<file path="src/rtl/alu_arbiter.sv">
// Two-requester front end for one shared ALU: round-robin arbitration, operand latch,
// result capture and committed-flag register, with one op in flight at a time.
module alu_arbiter (
  input  logic        clk,
  input  logic        rst_n,
  input  logic        req0_valid,
  output logic        req0_ready,
  input  logic [31:0] req0_val1,
  input  logic [31:0] req0_val2,
  input  logic [3:0]  req0_cmd,
  input  logic        req0_s,
  input  logic        req1_valid,
  output logic        req1_ready,
  input  logic [31:0] req1_val1,
  input  logic [31:0] req1_val2,
  input  logic [3:0]  req1_cmd,
  input  logic        req1_s,
  output logic [31:0] alu_val1,
  output logic [31:0] alu_val2,
  output logic [3:0]  alu_cmd,
  output logic        alu_cin,
  input  logic [31:0] alu_result,
  input  logic [3:0]  alu_sr,
  output logic        rsp_valid,
  input  logic        rsp_ready,
  output logic        rsp_id,
  output logic [31:0] rsp_result,
  output logic [3:0]  rsp_sr,
  output logic [3:0]  status_reg
);

  localparam logic [3:0] CMP_EXE = 4'b1010;
  localparam logic [3:0] TST_EXE = 4'b1011;

  typedef enum logic [1:0] {IDLE, EXEC, RESP} state_t;

  state_t      state, state_nxt;
  logic        last_grant;
  logic        grant_any, grant_id;
  logic        ready0_int, ready1_int;
  logic        hs;
  logic [31:0] op_val1, op_val2;
  logic [3:0]  op_cmd;
  logic        op_s, op_id;
  logic        flag_commit;

  // Tie goes to whoever did not win last time; a lone requester always wins.
  always_comb begin
    grant_any = req0_valid | req1_valid;
    if (req0_valid && req1_valid) grant_id = ~last_grant;
    else                          grant_id = req1_valid;
  end

  always_comb begin
    state_nxt  = state;
    ready0_int = 1'b0;
    ready1_int = 1'b0;
    hs         = 1'b0;
    rsp_valid  = 1'b0;
    case (state)
      IDLE: begin
        if (grant_any) begin
          ready0_int = ~grant_id;
          ready1_int = grant_id;
          hs         = 1'b1;
          state_nxt  = EXEC;
        end
      end
      EXEC: state_nxt = RESP;
      RESP: begin
        rsp_valid = 1'b1;
        if (rsp_ready) state_nxt = IDLE;
      end
      default: state_nxt = IDLE;
    endcase
  end

  // Readies are gated by rst_n so they drop the instant reset asserts.
  assign req0_ready = rst_n & ready0_int;
  assign req1_ready = rst_n & ready1_int;

  assign flag_commit = op_s | (op_cmd == CMP_EXE) | (op_cmd == TST_EXE);

  always_ff @(posedge clk or negedge rst_n) begin
    if (!rst_n) begin
      state      <= IDLE;
      last_grant <= 1'b1;
      op_val1    <= '0;
      op_val2    <= '0;
      op_cmd     <= '0;
      op_s       <= 1'b0;
      op_id      <= 1'b0;
      rsp_result <= '0;
      rsp_sr     <= '0;
      status_reg <= '0;
    end else begin
      state <= state_nxt;
      if (hs) begin
        last_grant <= grant_id;
        op_id      <= grant_id;
        op_val1    <= grant_id ? req1_val1 : req0_val1;
        op_val2    <= grant_id ? req1_val2 : req0_val2;
        op_cmd     <= grant_id ? req1_cmd  : req0_cmd;
        op_s       <= grant_id ? req1_s    : req0_s;
      end
      if (state == EXEC) begin
        rsp_result <= alu_result;
        rsp_sr     <= alu_sr;
        if (flag_commit) status_reg <= alu_sr;
      end
    end
  end

  assign alu_val1 = op_val1;
  assign alu_val2 = op_val2;
  assign alu_cmd  = op_cmd;
  assign alu_cin  = status_reg[2];
  assign rsp_id   = op_id;

endmodule

</file>
<file path="config.mk">
export PLATFORM = sky130hd
export DESIGN_NAME = alu_arbiter
export DESIGN_NICKNAME = d
export VERILOG_FILES = /design/src/rtl/alu_arbiter.sv
export SDC_FILE = /design/constraint.sdc
export NUM_CORES = 1
export LEC_CHECK = 0
export ABC_AREA = 1
export CAP_MARGIN = 0
export CORE_AREA = 2 2 112 114
export CTS_BUF_LIST = sky130_fd_sc_hd__clkbuf_4
export DETAILED_ROUTE_END_ITERATION = 12
export DIE_AREA = 0 0 114 116
export DONT_BUFFER_PORTS = 1
export MAX_ROUTING_LAYER = met4
export PLACE_DENSITY = 0.59
export SLEW_MARGIN = 10
export SYNTH_ARGS = -nofsm -noshare
export SYNTH_HDL_FRONTEND = slang
export SYNTH_SLANG_ARGS = --single-unit
</file>
<file path="constraint.sdc">
create_clock -name clk -period 2.6 [get_ports clk]
set_clock_uncertainty 0.1 [all_clocks]
set_input_delay 0.65 -clock clk [delete_from_list [all_inputs] [get_ports clk]]
set_output_delay 0.65 -clock clk [all_outputs]
set_load 0.02 [all_outputs]
</file>
=== Word-level counts from Yosys, hierarchy flattened ===
Index checks and enable logic that the tools add are counted.

* Word-level logic and storage cells: 42
* Output and inout bits: 113
* Register bits after elaboration: 113
* Input port bits: 179

* Reductions and logical operators: 4
* Bitwise gates (word level): 7
* Eq/ne operators: 6
* Mux-type cells: 15

{| class="wikitable"
|+ Operators with widths
! kind !! count
|-
| $mux W32 || 2
|-
| $mux W1 || 9
|-
| $eq A4 B4 Y1 const B || 2
|-
| $pmux W2 S3 || 1
|-
| $mux W2 || 2
|-
| $mux W4 || 1
|-
| $ne A2 B2 Y1 const B || 2
|-
| $reduce_and A2 Y1 || 2
|-
| $or A1 B1 Y1 || 3
|-
| $and A1 B1 Y1 || 2
|-
| $eq A2 B1 Y1 const B || 1
|-
| $eq A2 B2 Y1 const B || 1
|-
| $logic_not A2 Y1 || 1
|-
| $not A1 Y1 || 2
|-
| $logic_and A1 B1 Y1 || 1
|}

=== Longest topological paths before layout ===
* Depth after elaboration: 6
* Mapped depth: 7
* Depth with buffers taken out: 6

=== Least setup slack after synthesis ===
OpenSTA, ideal clock, no wires.

* Path kind: input to output
* Start point: input port req1_valid
* End point: output port req1_ready
* Arrival time: 1458 ps
* Stages: 5
* Setup slack: 392 ps
* Required time: 1850 ps
* Path buffers: 1
* Path through: buf_2 nor2_4 nor2_8 nand3_1 nor2_1

* Longest elaborated chain between the ends: 5
* Elaborated cells between the ends (all ways): 6
* Those cells by class: 3 x mux; 2 x bitwise; 1 x reduce/logical

{| class="wikitable"
|+ Ends and longest elaborated chain
! item !! RTL line !! RTL
|-
| from (decl) || 12 || <nowiki>input logic req1_valid,</nowiki>
|-
| $logic_and A1 B1 Y1 || 50 || <nowiki>if (req0_valid && req1_valid) grant_id = ~last_grant;</nowiki>
|-
| $mux W1 || 50 ||
|-
| $mux W1 * || 62 || <nowiki>if (grant_any) begin</nowiki>
|-
| $mux W1 * || 60 || <nowiki>case (state)</nowiki>
|-
| $and A1 B1 Y1 * || 80 || <nowiki>assign req1_ready = rst_n & ready1_int;</nowiki>
|-
| to (decl) || 13 || <nowiki>output logic req1_ready,</nowiki>
|}

Every way passes the cells marked *; elsewhere a longest branch is shown, timed or not.

=== Worst setup path after layout ===
* Start point: register state[0]
* End point: output port req1_ready

* Longest elaborated chain between the ends: 3

{| class="wikitable"
|+ Ends and longest elaborated chain
! item !! RTL line !! RTL
|-
| from (decl) || 37 || <nowiki>state_t state, state_nxt;</nowiki>
|-
| from (signal assigned) || 97 || <nowiki>state <= state_nxt;</nowiki>
|-
| $logic_not A2 Y1 || 60 ||
|-
| $mux W1 || 60 ||
|-
| $and A1 B1 Y1 || 80 ||
|}

No other way between the ends.

==> results.md <==
- GPL Wtd Cong: about 0.8
- Worst slew pin tran: about 0.69 ns
- Final Hold Viols: around 110
- FF-to-FF Start: state[0]$_DFFE_PN0P_
- Hold Slack: -0.279 ns
- Endpoint type of the worst setup path: output pin
- Most frequent cells in the layout: nand2_1 (469), dfrtp_1 (112), nand3_1 (75)
- Antenna Nets Post-Route: 0
- Initial Util: 44.2%
- Clk_lat worst skew: 0.51 ns
- Post-synth top area share: 53.2%
- Core area: 0.0119 mm2
- Outcome: finished with violations
- Mean Syn Cell Area: approximately 7.3 um2
- Final Max Tran Viols: 0
- Cells after Synth: 718
- Residual DRC count: 0
- Final worst slack: 0.164 ns
- Failing checks: hold timing
- Final Setup Violations: 0
- Post-CTS Setup Bufs: 0
- CP Data Arrival Time: 1.69 ns
- Synth cell types: 17
- Post-Syn Area: approximately 0.0053 mm2
- Layout cell share with drive strength beyond 1: 6.59%
- Clk buf depth: 2
- Maximum VDD drop: between 0.0006 and 0.0007 V
- Via count: between 4k and 5k
- Row count: 40
- Nets: between 800 and 900
- Die ar.: around 0.013 mm2
- Top cells by area, synth: dfrtp_1 (53%), nand2_1 (33%), nand3_1 (7.1%)
- DRT Wirelength: ~14000 um
- FF+latch count, synth: 113
- Die Ht: 116 um
- Largest net degree at the start of global routing: 115
- Root Buffer: clkbuf_4
- Final Power: 0.00774 W
- Router iterations before antenna repair: 5
- Number of port buffers: 0
- Worst slew margin: 53.9%
- ANT cells: 0
- Wire per inst: 15.9 um
- Vias in the first global route: about 4.1k
- Fmax: a little over 400 MHz
- Synth Warn #: 0
- Clk pin slew, worst setup/hold paths: 0.10 ns
- DR vias/cell: 5.28
- GRT overflow: 0
- Initial antenna violation count: 0
- Crit path from: state[0]$_DFFE_PN0P_
- Area delta synth->final: 6.67%
- First-pass GRT wire length: 20400 um
- Tmin final: 2.44 ns
- Tcrit/Tclk final: a little over nine tenths
- Aggregate global-route resource usage: 20.7%
- Number of top-level pins: 292
- Fin Setup TNS: 0 ns
- CP Launch Type: flop
- Pre-CTS setup slack: 0.494 ns
- Area leader, netlist: dfrtp_1
- Static leakage: 3.22 nW
- Syn_nets: 897
- Die Wd: 114 um
- Max-Cap Viols: 0
- RSZ-0062 raised after global routing: false
- PD cells: roughly 1400 mW/mm2
- TritonCTS buffer count: 17
- Critical path peak fanout: 5
- Sequential share of the synthesized area: 53.7%
- Post-DP HPWL: between 9000 and 10000 um
- Initial DRC count: ~260
- Worst EP required: 1.85 ns
- CTS tree: done
- Worst Hold Class: input pin to asynchronous set/reset pin
- Clock sink count: between 100 and 150
- Most common cell after layout, fill and taps aside: nand2_1
- Crit path kind: flop to output pin
- H-tree depth: 4
==> final timing paths <==
kind / end / cells after the start / slack, ns
worst max-delay path: req1_ready / 6 / 0.16
worst min-delay path: rsp_result[25]$_DFFE_PN0N_ / 0 / -0.28
worst max register to register: alu_cmd[2]$_DFFE_PN0P_ / 7 / 0.68
worst min register to register: last_grant$_DFFE_PN1P_ / 2 / 0.39
max in group asynchronous: last_grant$_DFFE_PN1P_ / 0 / 2.45
min in group clk: rsp_result[24]$_DFFE_PN0N_ / 2 / 0.15
==> layout make-up <==
type | instances | area [um2]
fill | 1183 | 6290
multi-input combinational | 553 | 2200
sequential | 113 | 2830
inverter | 8 | 32.5
timing repair buffer | 7 | 52.6
clock inverter | 11 | 163
tap | 147 | 184
clock buffer | 21 | 158
==> synthesized netlist by cell type <==
cell type and n:
buf_1 7, buf_2 29, buf_4 1, clkbuf_1 7
dfrtp_1 112, dfstp_2 1, inv_1 6, inv_2 1
inv_4 1, nand2_1 469, nand2_2 2, nand3_1 75
nor2_1 3, nor2_2 1, nor2_4 1, nor2_8 1
o21ai_0 1
==> report_power, final <==
group          switching (W)  total (W)  internal [W]
logic                0.00137    0.00200      0.000635
registers            0.00168    0.00428       0.00260
clock network       0.000656    0.00146      0.000799
total                0.00371    0.00774       0.00403
==> routing by layer <==
layer / global-route usage [%] / vias up / wire, um
met3: 7.06 / 33 / 1330
met2: 34.6 / 238 / 6890
met4: 9.19 / 0 / 305
met1: 22.4 / 2104 / 5150
li1: - / 2169 / -
met5: - / - / 0
==> critical path, stage by stage (launching register included) <==
cell	delay (ns)
dfrtp_1	0.38
inv_1	0.08
nand2_1	0.15
nor2_8	0.14
nand3_1	0.13
nor2_1	0.15
buf_4	0.16
==> kinds of logic (layout without fill, tap and decap cells) <==
kind of cell	count (synthesis)	in the layout	synth area share, %
simple gates	552	552	41.7
flops	113	113	53.7
buf+inv	52	47	4.51
compound gates	1	1	0.0949
==> metrics by stage <==
step | util [%] | area (um2) | instances | hold slack, ns
2_1_floorplan | - | 5270 | 718 | 0.254
3_3_place_gp | 44.5 | 5300 | 828 | 0.257
3_5_place_dp | 44.5 | 5300 | 828 | 0.257
4_1_cts | 47.2 | 5620 | 860 | -0.328
5_1_grt | 47.2 | 5620 | 860 | -0.349
6_report | 47.2 | 5620 | 860 | -0.279
==> repair_timing <==
| action | in CTS | in global routing |
|---|---|---|
| setup endpoints to repair | 0 | 0 |
| hold endpoints to repair | 113 | 113 |
| resized for setup | 0 | 0 |
Power figures use the tool's default switching activity.
